### src/rtl/segasys1_vtim_pkg.sv
// Shared timing constants and types for the System 1 raster timing generator.
// The default geometry is 384x264 total, with 256x224 visible.
package segasys1_vtim_pkg;

  localparam int COORD_W = 9;
  localparam int START_W = 10;
  localparam int OFFS_W  = 4;

  localparam int unsigned H_TOTAL_D  = 384;
  localparam int unsigned H_ACTIVE_D = 256;
  localparam int unsigned HS_START_D = 296;
  localparam int unsigned HS_WIDTH_D = 32;
  localparam int unsigned V_TOTAL_D  = 264;
  localparam int unsigned V_ACTIVE_D = 224;
  localparam int unsigned VS_START_D = 240;
  localparam int unsigned VS_WIDTH_D = 3;

  typedef logic [COORD_W-1:0]        coord_t;
  typedef logic signed [START_W-1:0] start_t;
  typedef logic signed [OFFS_W-1:0]  offs_t;

  // A nominal sync start shifted by a signed offset. Ten signed bits hold
  // every legal result, so the sum cannot wrap.
  function automatic start_t sync_start(input int unsigned nominal, input offs_t offs);
    return start_t'(nominal) + start_t'(offs);
  endfunction

endpackage

### src/rtl/segasys1_sync_window.sv
// Registered window comparator: the flag is set when count lies in
// [start, start + width). The count fed in is the next counter value, so
// the flag lines up with the counter register it was decoded from.
module segasys1_sync_window
  import segasys1_vtim_pkg::*;
(
  input  logic   clk,
  input  logic   rst,
  input  logic   en,
  input  coord_t count,
  input  start_t start,
  input  coord_t width,
  output logic   flag
);

  logic signed [START_W+1:0] cnt_s;
  logic signed [START_W+1:0] lo_s;
  logic signed [START_W+1:0] hi_s;
  logic                      hit;

  // Compare in a widened signed domain so start + width never overflows.
  always_comb begin
    cnt_s = signed'({3'b000, count});
    lo_s  = (START_W+2)'(start);
    hi_s  = lo_s + signed'({3'b000, width});
    hit   = (cnt_s >= lo_s) && (cnt_s < hi_s);
  end

  // The flag updates only on pixel-enable cycles and clears on reset.
  always_ff @(posedge clk) begin
    if (rst) begin
      flag <= 1'b0;
    end else if (en) begin
      flag <= hit;
    end
  end

endmodule

### src/rtl/segasys1_vtiming.sv
// System 1 raster timing generator. It advances PH/PV on each PCLK_EN cycle
// and produces registered blanking, DE, sync and frame-start flags. These
// flags are decoded from the next counter values, so they change together
// with PH/PV.
// Optional feature, SEGASYS1_VTIM_OFFSET_EN: HOFFS/VOFFS are latched at each
// frame wrap and shift the HSYNC/VSYNC windows. When the macro is undefined,
// both sync windows sit at their nominal positions.
module segasys1_vtiming
  import segasys1_vtim_pkg::*;
#(
  parameter int unsigned H_TOTAL  = H_TOTAL_D,
  parameter int unsigned H_ACTIVE = H_ACTIVE_D,
  parameter int unsigned HS_START = HS_START_D,
  parameter int unsigned HS_WIDTH = HS_WIDTH_D,
  parameter int unsigned V_TOTAL  = V_TOTAL_D,
  parameter int unsigned V_ACTIVE = V_ACTIVE_D,
  parameter int unsigned VS_START = VS_START_D,
  parameter int unsigned VS_WIDTH = VS_WIDTH_D
)
(
  input  logic               clk48M,
  input  logic               reset,
  input  logic               PCLK_EN,
  input  logic [OFFS_W-1:0]  HOFFS,
  input  logic [OFFS_W-1:0]  VOFFS,
  output logic [COORD_W-1:0] PH,
  output logic [COORD_W-1:0] PV,
  output logic               HBLANK,
  output logic               VBLANK,
  output logic               DE,
  output logic               HSYNC,
  output logic               VSYNC,
  output logic               FRAME_START
);

  // Reject geometries where some offset would push sync out of blanking,
  // or where a counter would not fit in the coordinate width.
  if (HS_START < H_ACTIVE + 8 || HS_START + 7 + HS_WIDTH > H_TOTAL) begin : g_hs_chk
    $error("HSYNC window can leave horizontal blanking");
  end
  if (VS_START < V_ACTIVE + 8 || VS_START + 7 + VS_WIDTH > V_TOTAL) begin : g_vs_chk
    $error("VSYNC window can leave vertical blanking");
  end
  if (H_TOTAL > (1 << COORD_W) || V_TOTAL > (1 << COORD_W)) begin : g_w_chk
    $error("Timing totals exceed coordinate width");
  end

  coord_t ph_p0;
  coord_t pv_p0;
  logic   line_adv;
  logic   frame_wrap;
  logic   hb_p0;
  logic   vb_p0;
  start_t hs0;
  start_t vs0;

  // Next-count logic: PH wraps at line end, and PV advances at line end.
  always_comb begin
    line_adv   = (PH == coord_t'(H_TOTAL - 1));
    frame_wrap = line_adv && (PV == coord_t'(V_TOTAL - 1));
    ph_p0      = line_adv ? '0 : PH + 1'b1;
    pv_p0      = PV;
    if (line_adv) begin
      pv_p0 = frame_wrap ? '0 : PV + 1'b1;
    end
    hb_p0 = (ph_p0 >= coord_t'(H_ACTIVE));
    vb_p0 = (pv_p0 >= coord_t'(V_ACTIVE));
  end

`ifdef SEGASYS1_VTIM_OFFSET_EN
  offs_t hoffs_q;
  offs_t voffs_q;

  // Offsets take effect only at frame boundaries, so a frame never tears.
  always_ff @(posedge clk48M) begin
    if (reset) begin
      hoffs_q <= '0;
      voffs_q <= '0;
    end else if (PCLK_EN && frame_wrap) begin
      hoffs_q <= offs_t'(HOFFS);
      voffs_q <= offs_t'(VOFFS);
    end
  end

  assign hs0 = sync_start(HS_START, hoffs_q);
  assign vs0 = sync_start(VS_START, voffs_q);
`else
  logic unused_offs;
  assign unused_offs = ^{HOFFS, VOFFS};
  assign hs0 = sync_start(HS_START, '0);
  assign vs0 = sync_start(VS_START, '0);
`endif

  // Counter, blanking, DE and frame-start registers.
  always_ff @(posedge clk48M) begin
    if (reset) begin
      PH          <= '0;
      PV          <= '0;
      HBLANK      <= 1'b0;
      VBLANK      <= 1'b0;
      DE          <= 1'b1;
      FRAME_START <= 1'b0;
    end else begin
      FRAME_START <= PCLK_EN && frame_wrap;
      if (PCLK_EN) begin
        PH     <= ph_p0;
        PV     <= pv_p0;
        HBLANK <= hb_p0;
        VBLANK <= vb_p0;
        DE     <= ~hb_p0 & ~vb_p0;
      end
    end
  end

  segasys1_sync_window u_hsync (
    .clk   (clk48M),
    .rst   (reset),
    .en    (PCLK_EN),
    .count (ph_p0),
    .start (hs0),
    .width (coord_t'(HS_WIDTH)),
    .flag  (HSYNC)
  );

  // pv_p0 moves only at line advance, so VSYNC can change only when PH returns to 0.
  segasys1_sync_window u_vsync (
    .clk   (clk48M),
    .rst   (reset),
    .en    (PCLK_EN),
    .count (pv_p0),
    .start (vs0),
    .width (coord_t'(VS_WIDTH)),
    .flag  (VSYNC)
  );

endmodule

### config.mk
export PLATFORM = sky130hd
export DESIGN_NAME = segasys1_vtiming
export DESIGN_NICKNAME = d
export VERILOG_FILES = /design/src/rtl/segasys1_vtim_pkg.sv /design/src/rtl/segasys1_sync_window.sv /design/src/rtl/segasys1_vtiming.sv
export SDC_FILE = /design/constraint.sdc
export NUM_CORES = 1
export LEC_CHECK = 0
export ABC_AREA = 1
export ABC_CLOCK_PERIOD_IN_PS = 2900
export CAP_MARGIN = 40
export CORE_MARGIN = 5
export CORE_UTILIZATION = 45
export DETAILED_ROUTE_END_ITERATION = 10
export PLACE_DENSITY = 0.76
export SLEW_MARGIN = 20
export SYNTH_ARGS = -nofsm -noshare
export SYNTH_HDL_FRONTEND = slang
export SYNTH_HIERARCHICAL = 1
export SYNTH_SLANG_ARGS = --single-unit
### constraint.sdc
create_clock -name clk48M -period 2.9 [get_ports clk48M]
set_input_delay 0.58 -clock clk48M [delete_from_list [all_inputs] [get_ports clk48M]]
set_output_delay 0.58 -clock clk48M [all_outputs]
set_load 0.02 [all_outputs]
==> results of run 1 <==
==> stage by stage <==
step                utilization, %  instance area [um2]
floorplan                        -                 3420
global placement              55.2                 3770
detailed placement            55.2                 3770
CTS                           56.2                 3840
global route                  56.2                 3840
finish                        56.2                 3840
==> worst min-delay path, cell delays in order (launching register included) <==
cell,delay (ns)
dfxtp_1,0.34
o21ai_0,0.07
inv_1,0.05
==> cell usage in the layout, fill, tap and decap left out, types with 10 or more instances in the layout <==
cell type,count
dfxtp_1,24
nand4_1,10
nand3_1,23
conb_1,66
nand2_1,119
a21oi_1,31
clkdlybuf4s50_1,26
xor2_1,13
o21ai_0,21
nor2_1,58
inv_1,88
ha_1,54
==> worst max-delay path by stage <==
stage                                     end  slack, ns
floorplan           u_vsync/flag$_SDFFE_PP0P_       0.50
global placement    u_vsync/flag$_SDFFE_PP0P_       0.38
detailed placement  u_vsync/flag$_SDFFE_PP0P_       0.30
CTS                 u_vsync/flag$_SDFFE_PP0P_       0.27
global route        u_vsync/flag$_SDFFE_PP0P_       0.04
finish              u_vsync/flag$_SDFFE_PP0P_       0.28
==> power by group <==
group | internal, mW | leakage, nW | switching [mW] | total (mW)
Clock | 0.185 | 0.0357 | 0.115 | 0.300
Sequential | 0.351 | 0.198 | 0.0280 | 0.379
Combinational | 0.221 | 1.89 | 0.316 | 0.536
Total | 0.756 | 2.13 | 0.459 | 1.22
==> per-layer routing <==
| layer | wire length [um] | up-vias |
|---|---|---|
| li1 | - | 1728 |
| met1 | 3360 | 1453 |
| met2 | 3420 | 54 |
| met3 | 254 | 5 |
| met4 | 48 | 0 |
| met5 | 0 | - |
==> sequential cells by signal, summed over array words and instances (netlist names) <==
register      count
DE                1
FRAME_START       1
HBLANK            1
PH                9
PV                9
VBLANK            1
u_hsync/flag      1
u_vsync/flag      1
==> area by class of cell <==
type	instances	area, um2
tap	96	120
sequential	24	480
clock buffer	3	41.3
timing repair buffer	29	283
fill	683	2990
multi-input combinational	446	2560
inverter	88	330
clock inverter	1	30.0
==> cell families (layout without fill, tap and decap cells) <==
logic type                 Yosys count  in the layout  share of synthesized area [%]
other                                2             66                          0.236
buffers and inverters               95            121                           12.0
adders and majority gates           56             56                           22.5
and+or+nand+nor                    230            230                           31.0
xor gates and xnor gates            18             18                           4.96
DFF                                 24             24                           15.1
AOI/OAI and AO/OA                   76             76                           14.2
==> impl_metrics.ini, run 1 <==
[run_status]
status = complete, no violations

[global_route]
antenna_found_initial = 0
use_met3_pct = 1.44
first_global_vias = 3067
grtUsageTotal_pct = 16.8
grt-busiest-layer = met2
grt_use_met1_pct = 20.6
grt-ovfl-total = 0
grt_pass1_wl_mm = 12.6
use_met2_pct = 31.2
grt_max_degree = 27

[detailed_routing]
drt_iter0_drc = 141
dr.pass1.iters = 4
drc_errors = 0
num_vias = 3240
drtAntennaViolNets = 0
wl_mm = 7.08
wl_per_cell_um = 10.3
vias_per_cell = 4.72

[job]
max_cap_violations = 0

[setup_path]
crit_cells = 16
cp_data_arrival_time_ns = 2.79
critPathRequiredTime_ns = 3.07
timing.rr.start = PH[0]$_SDFFE_PP0P_
ff2ff_setup_slack_ns = 0.28
startpoint_type = flop
crit_buf_inv = 1
crit_family = simple AND/OR/NAND/NOR gates
timing.rr.end = u_vsync/flag$_SDFFE_PP0P_
path_class = reg2reg
cp_cell_sequence = ha_1 -> nand3_2 -> nor2_4 -> nand2_4 -> inv_1 -> nand2_1 -> xor2_1 -> ha_1 -> nand2_1 -> nor2_1 -> nand3_1 -> nand4_1 -> nor2_1 -> nor2_1 -> nand2_1 -> a21oi_2
slowest_delay_ns = 0.43
reg2regPathDepth = 16
setup.worst_path.start = PH[0]$_SDFFE_PP0P_
worstSetupEndpointType = flop
cp_max_fo = 14
critPathSlowestCell = dfxtp_1

[timing]
fmax_mhz = 382
finalCritPeriodShare_pct = 90.3
rsz0062_at_grt = false
tns_ns = 0
setup-violations-final = 0
relSlewSlack_pct = 56.9
fin_skew_ns = 0.00652
hold_viol = 0
whs_ns = 0.486
worstMarginPinSlew_ns = 0.646
period_minus_slack_ns = 2.62
setup_slack_ns = 0.281
maxSlewViolCount = 0

[clocking]
cts_buffers = 3
clock_latency_ns = 0.27
cts_root_buffer = clkbuf_8
post_cts_buffers = 0
clockBufferDepth = 2
cts_tree = built
cts_resized = 0
clk_pin_slew_ns = 0.09
cts-htree-levels = 1
cts_hold_buf = 0
cts.sinks = 24

[hold_path]
min_from = HBLANK$_SDFFE_PP0P_
hold_path_depth = 2
min_path_type = reg2reg
hold_end = HBLANK$_SDFFE_PP0P_

[synthesis]
yosysTopAreaCell = ha_1
synth_seq_area_share_pct = 15.1
synth-main-ff-cell = dfxtp_1
avgSynthCellArea_um2 = 6.35
syn_inst = 501
synth_top_cell_area_share_pct = 21.2
synth_area_um2 = 3180
ys_seq_elements = 24
synth-warning-count = 6
yosysMostFrequentCell = nand2_1
synth_common_cells = nand2_1 (119), inv_1 (88), nor2_1 (58)
synth_edf_count = 0
post_synth_num_cell_types = 36
async_flop_share_pct = 0
ys_top_cells_by_area = ha_1 (21%), dfxtp_1 (15%), nand2_1 (14%), inv_1 (10%), nor2_1 (6.8%)

[die]
die_x_um = 94.1
fp.dieH_um = 94.1
ios = 35
start_util_pct = 46.6
row_count = 30
dieArea_um2 = 8850
core-area_um2 = 6830

[placement]
io_buffers = 26
gp_congestion = 0.843
post-dp-hpwl_mm = 5.96
place_inst = 683
place_ws_ns = 0.300

[pwr]
p_leak_nw = 2.13
p_per_area_nw_per_um2 = 316
fin_total_pwr_mw = 1.22
vdd_drop_max_uv = 145

[final_layout]
finalNetCount = 659
antennaDiodeCount = 0
area_growth_pct = 20.8
final-instance-count-excl-fill = 687
drive_gt1_share_pct = 4.74
Power figures use the tool's default switching activity.
==> run 2: changes to the inputs <==
--- a/config.mk
+++ b/config.mk
@@ -8,10 +8,10 @@
 export ABC_AREA = 1
 export ABC_CLOCK_PERIOD_IN_PS = 2900
 export CAP_MARGIN = 40
-export CORE_MARGIN = 5
-export CORE_UTILIZATION = 45
+export CORE_UTILIZATION = 65
 export DETAILED_ROUTE_END_ITERATION = 10
-export PLACE_DENSITY = 0.76
+export DONT_BUFFER_PORTS = 1
+export PLACE_DENSITY = 0.91
 export SLEW_MARGIN = 20
 export SYNTH_ARGS = -nofsm -noshare
 export SYNTH_HDL_FRONTEND = slang
==> run 2 against run 1 <==
  * Sequential share of layout area increased by 1.1 points
  * Combinational power is 9.3% lower
  * Clock skew decreased by 0.0049 ns
  * The flow now finishes with violations (DRC)
  * Non-clock buffer count fell by 23
  * Critical path depth increased by 1
  * Critical endpoint unchanged
  * Final cell count fell by 7.7%
  * Global-route usage up 12 points
  * Die area shrank 41%
  * Design area is 7.9% lower
==> impl_metrics.ini, run 2 (same netlist as run 1, synthesis figures left out) <==
[hold_path]
min_path_type = in2reg
hold_path_depth = 1

[timing]
maxSlewViolCount = 0
relSlewSlack_pct = 56.2
whs_ns = 0.364
setup-violations-final = 0
tns_ns = 0
hold_viol = 0
worstMarginPinSlew_ns = 0.657
fin_skew_ns = 0.00163
rsz0062_at_grt = false
setup_slack_ns = 0.306
fmax_mhz = 386
finalCritPeriodShare_pct = 89.4
period_minus_slack_ns = 2.59

[placement]
io_buffers = 0
gp_congestion = 0.856
place_ws_ns = 0.345
post-dp-hpwl_mm = 5.95

[clocking]
post_cts_buffers = 0
cts_tree = built
cts_root_buffer = clkbuf_8
cts-htree-levels = 1
cts_buffers = 3
cts.sinks = 24
clk_pin_slew_ns = 0.09
clock_latency_ns = 0.26
clockBufferDepth = 2
cts_hold_buf = 0
cts_resized = 0

[final_layout]
layout_common_cells = nand2_1 (119), inv_1 (88), conb_1 (66)
top_regs = PH x9, PV x9
final_util_pct = 74.9
layout_commonest_cell = nand2_1
n_fill_cell = 398
antennaDiodeCount = 0
area_growth_pct = 11.3
drive_gt1_share_pct = 5.29
finalNetCount = 636

[setup_path]
cp_data_arrival_time_ns = 2.80
worstSetupEndpointType = flop
critPathRequiredTime_ns = 3.11
cp_max_fo = 14
path_class = reg2reg
reg2regPathDepth = 17
startpoint_type = flop

[pwr]
fin_total_pwr_mw = 1.08
p_leak_nw = 2.03
internal_power_mw = 0.634
p_sw_mw = 0.449
swShare_pct = 41.4
power_frac_clock_pct = 18.7
comb_power_share_pct = 44.9
p_per_area_nw_per_um2 = 306
p_seq_share_pct = 36.4
vdd_drop_max_uv = 135

[run_status]
status = finished, violations left
violations = DRC

[detailed_routing]
drtAntennaViolNets = 0
num_vias = 3307
vias_per_cell = 5.22
drt_iter0_drc = 173
dr.pass1.iters = 8
wl_mm = 7.18
wl_per_cell_um = 11.3
drc_errors = 2

[die]
dieArea_um2 = 5180
die_x_um = 72.0
start_util_pct = 67.3
ios = 35
core-area_um2 = 4720
row_count = 25
fp.dieH_um = 72.0

[global_route]
antenna_found_initial = 0
grt_pass1_wl_mm = 12.3
grt_max_degree = 28
grtUsageTotal_pct = 29.1
grt-ovfl-total = 0
first_global_vias = 3050

[job]
max_cap_violations = 0
==> run 2: worst max-delay path: stages, from the launching register on <==
cell,delay [ns]
dfxtp_1,0.35
ha_1,0.22
nand3_2,0.17
nor2_4,0.19
nand2_4,0.15
inv_1,0.18
a31oi_1,0.10
nand2_1,0.13
inv_1,0.08
ha_1,0.32
nand2_1,0.06
nor2_1,0.08
nand3_1,0.08
nand4_1,0.10
nor2_1,0.04
nor2_1,0.10
nand2_1,0.07
a21oi_2,0.11
==> run 2: worst paths after layout <==
kind,to,slack (ns),startpoint
setup / recovery,u_vsync/flag$_SDFFE_PP0P_,0.31,PH[0]$_SDFFE_PP0P_
setup reg to reg,u_vsync/flag$_SDFFE_PP0P_,0.31,PH[0]$_SDFFE_PP0P_
hold / removal,u_vsync/flag$_SDFFE_PP0P_,0.36,reset
hold reg to reg,u_vsync/flag$_SDFFE_PP0P_,0.60,u_vsync/flag$_SDFFE_PP0P_
==> run 2: final cells by class <==
cell class,instances,area (um2),area share [%]
Clock buffer,3,41.3,1.17
Inverter,88,330,9.34
Multi-Input combinational cell,446,2560,72.3
Sequential cell,24,480,13.6
Tap cell,67,83.8,2.37
Timing Repair Buffer,6,45.0,1.27
==> run 2: power by group through the flow <==
| stage | Sequential [mW] | Combinational (mW) | Clock [mW] |
|---|---|---|---|
| 6_report | 0.394 | 0.486 | 0.202 |
| 5_1_grt | 0.398 | 0.560 | 0.211 |
| 4_1_cts | 0.394 | 0.446 | 0.197 |
| 3_5_place_dp | 0.402 | 0.444 | 0 |
| 3_3_place_gp | 0.401 | 0.422 | 0 |
| 2_1_floorplan | 0.405 | 0.381 | 0 |
==> run 2: metal layers <==
layer  vias to the layer above  track usage [%]  part of all wire, %
li1                       1681                -                    -
met1                      1510             31.5                   41
met2                        98             56.2                   50
met3                        18             4.44                  5.7
met4                         0             11.3                  2.8
met5                         -                0                    0
==> run 2: per-stage QoR <==
step,instances,cell area (um2)
3_5_place_dp,631,3500
2_1_floorplan,565,3420
5_1_grt,634,3540
6_report,634,3540
4_1_cts,634,3540
3_3_place_gp,631,3500
==> run 3: changes to the inputs <==
--- a/config.mk
+++ b/config.mk
@@ -12,6 +12,7 @@
 export DETAILED_ROUTE_END_ITERATION = 10
 export DONT_BUFFER_PORTS = 1
 export PLACE_DENSITY = 0.91
+export SKIP_LAST_GASP = 1
 export SLEW_MARGIN = 20
 export SYNTH_ARGS = -nofsm -noshare
 export SYNTH_HDL_FRONTEND = slang
==> results of run 3 <==
No change in the layout: final DEF, timing and power equal those of run 2.
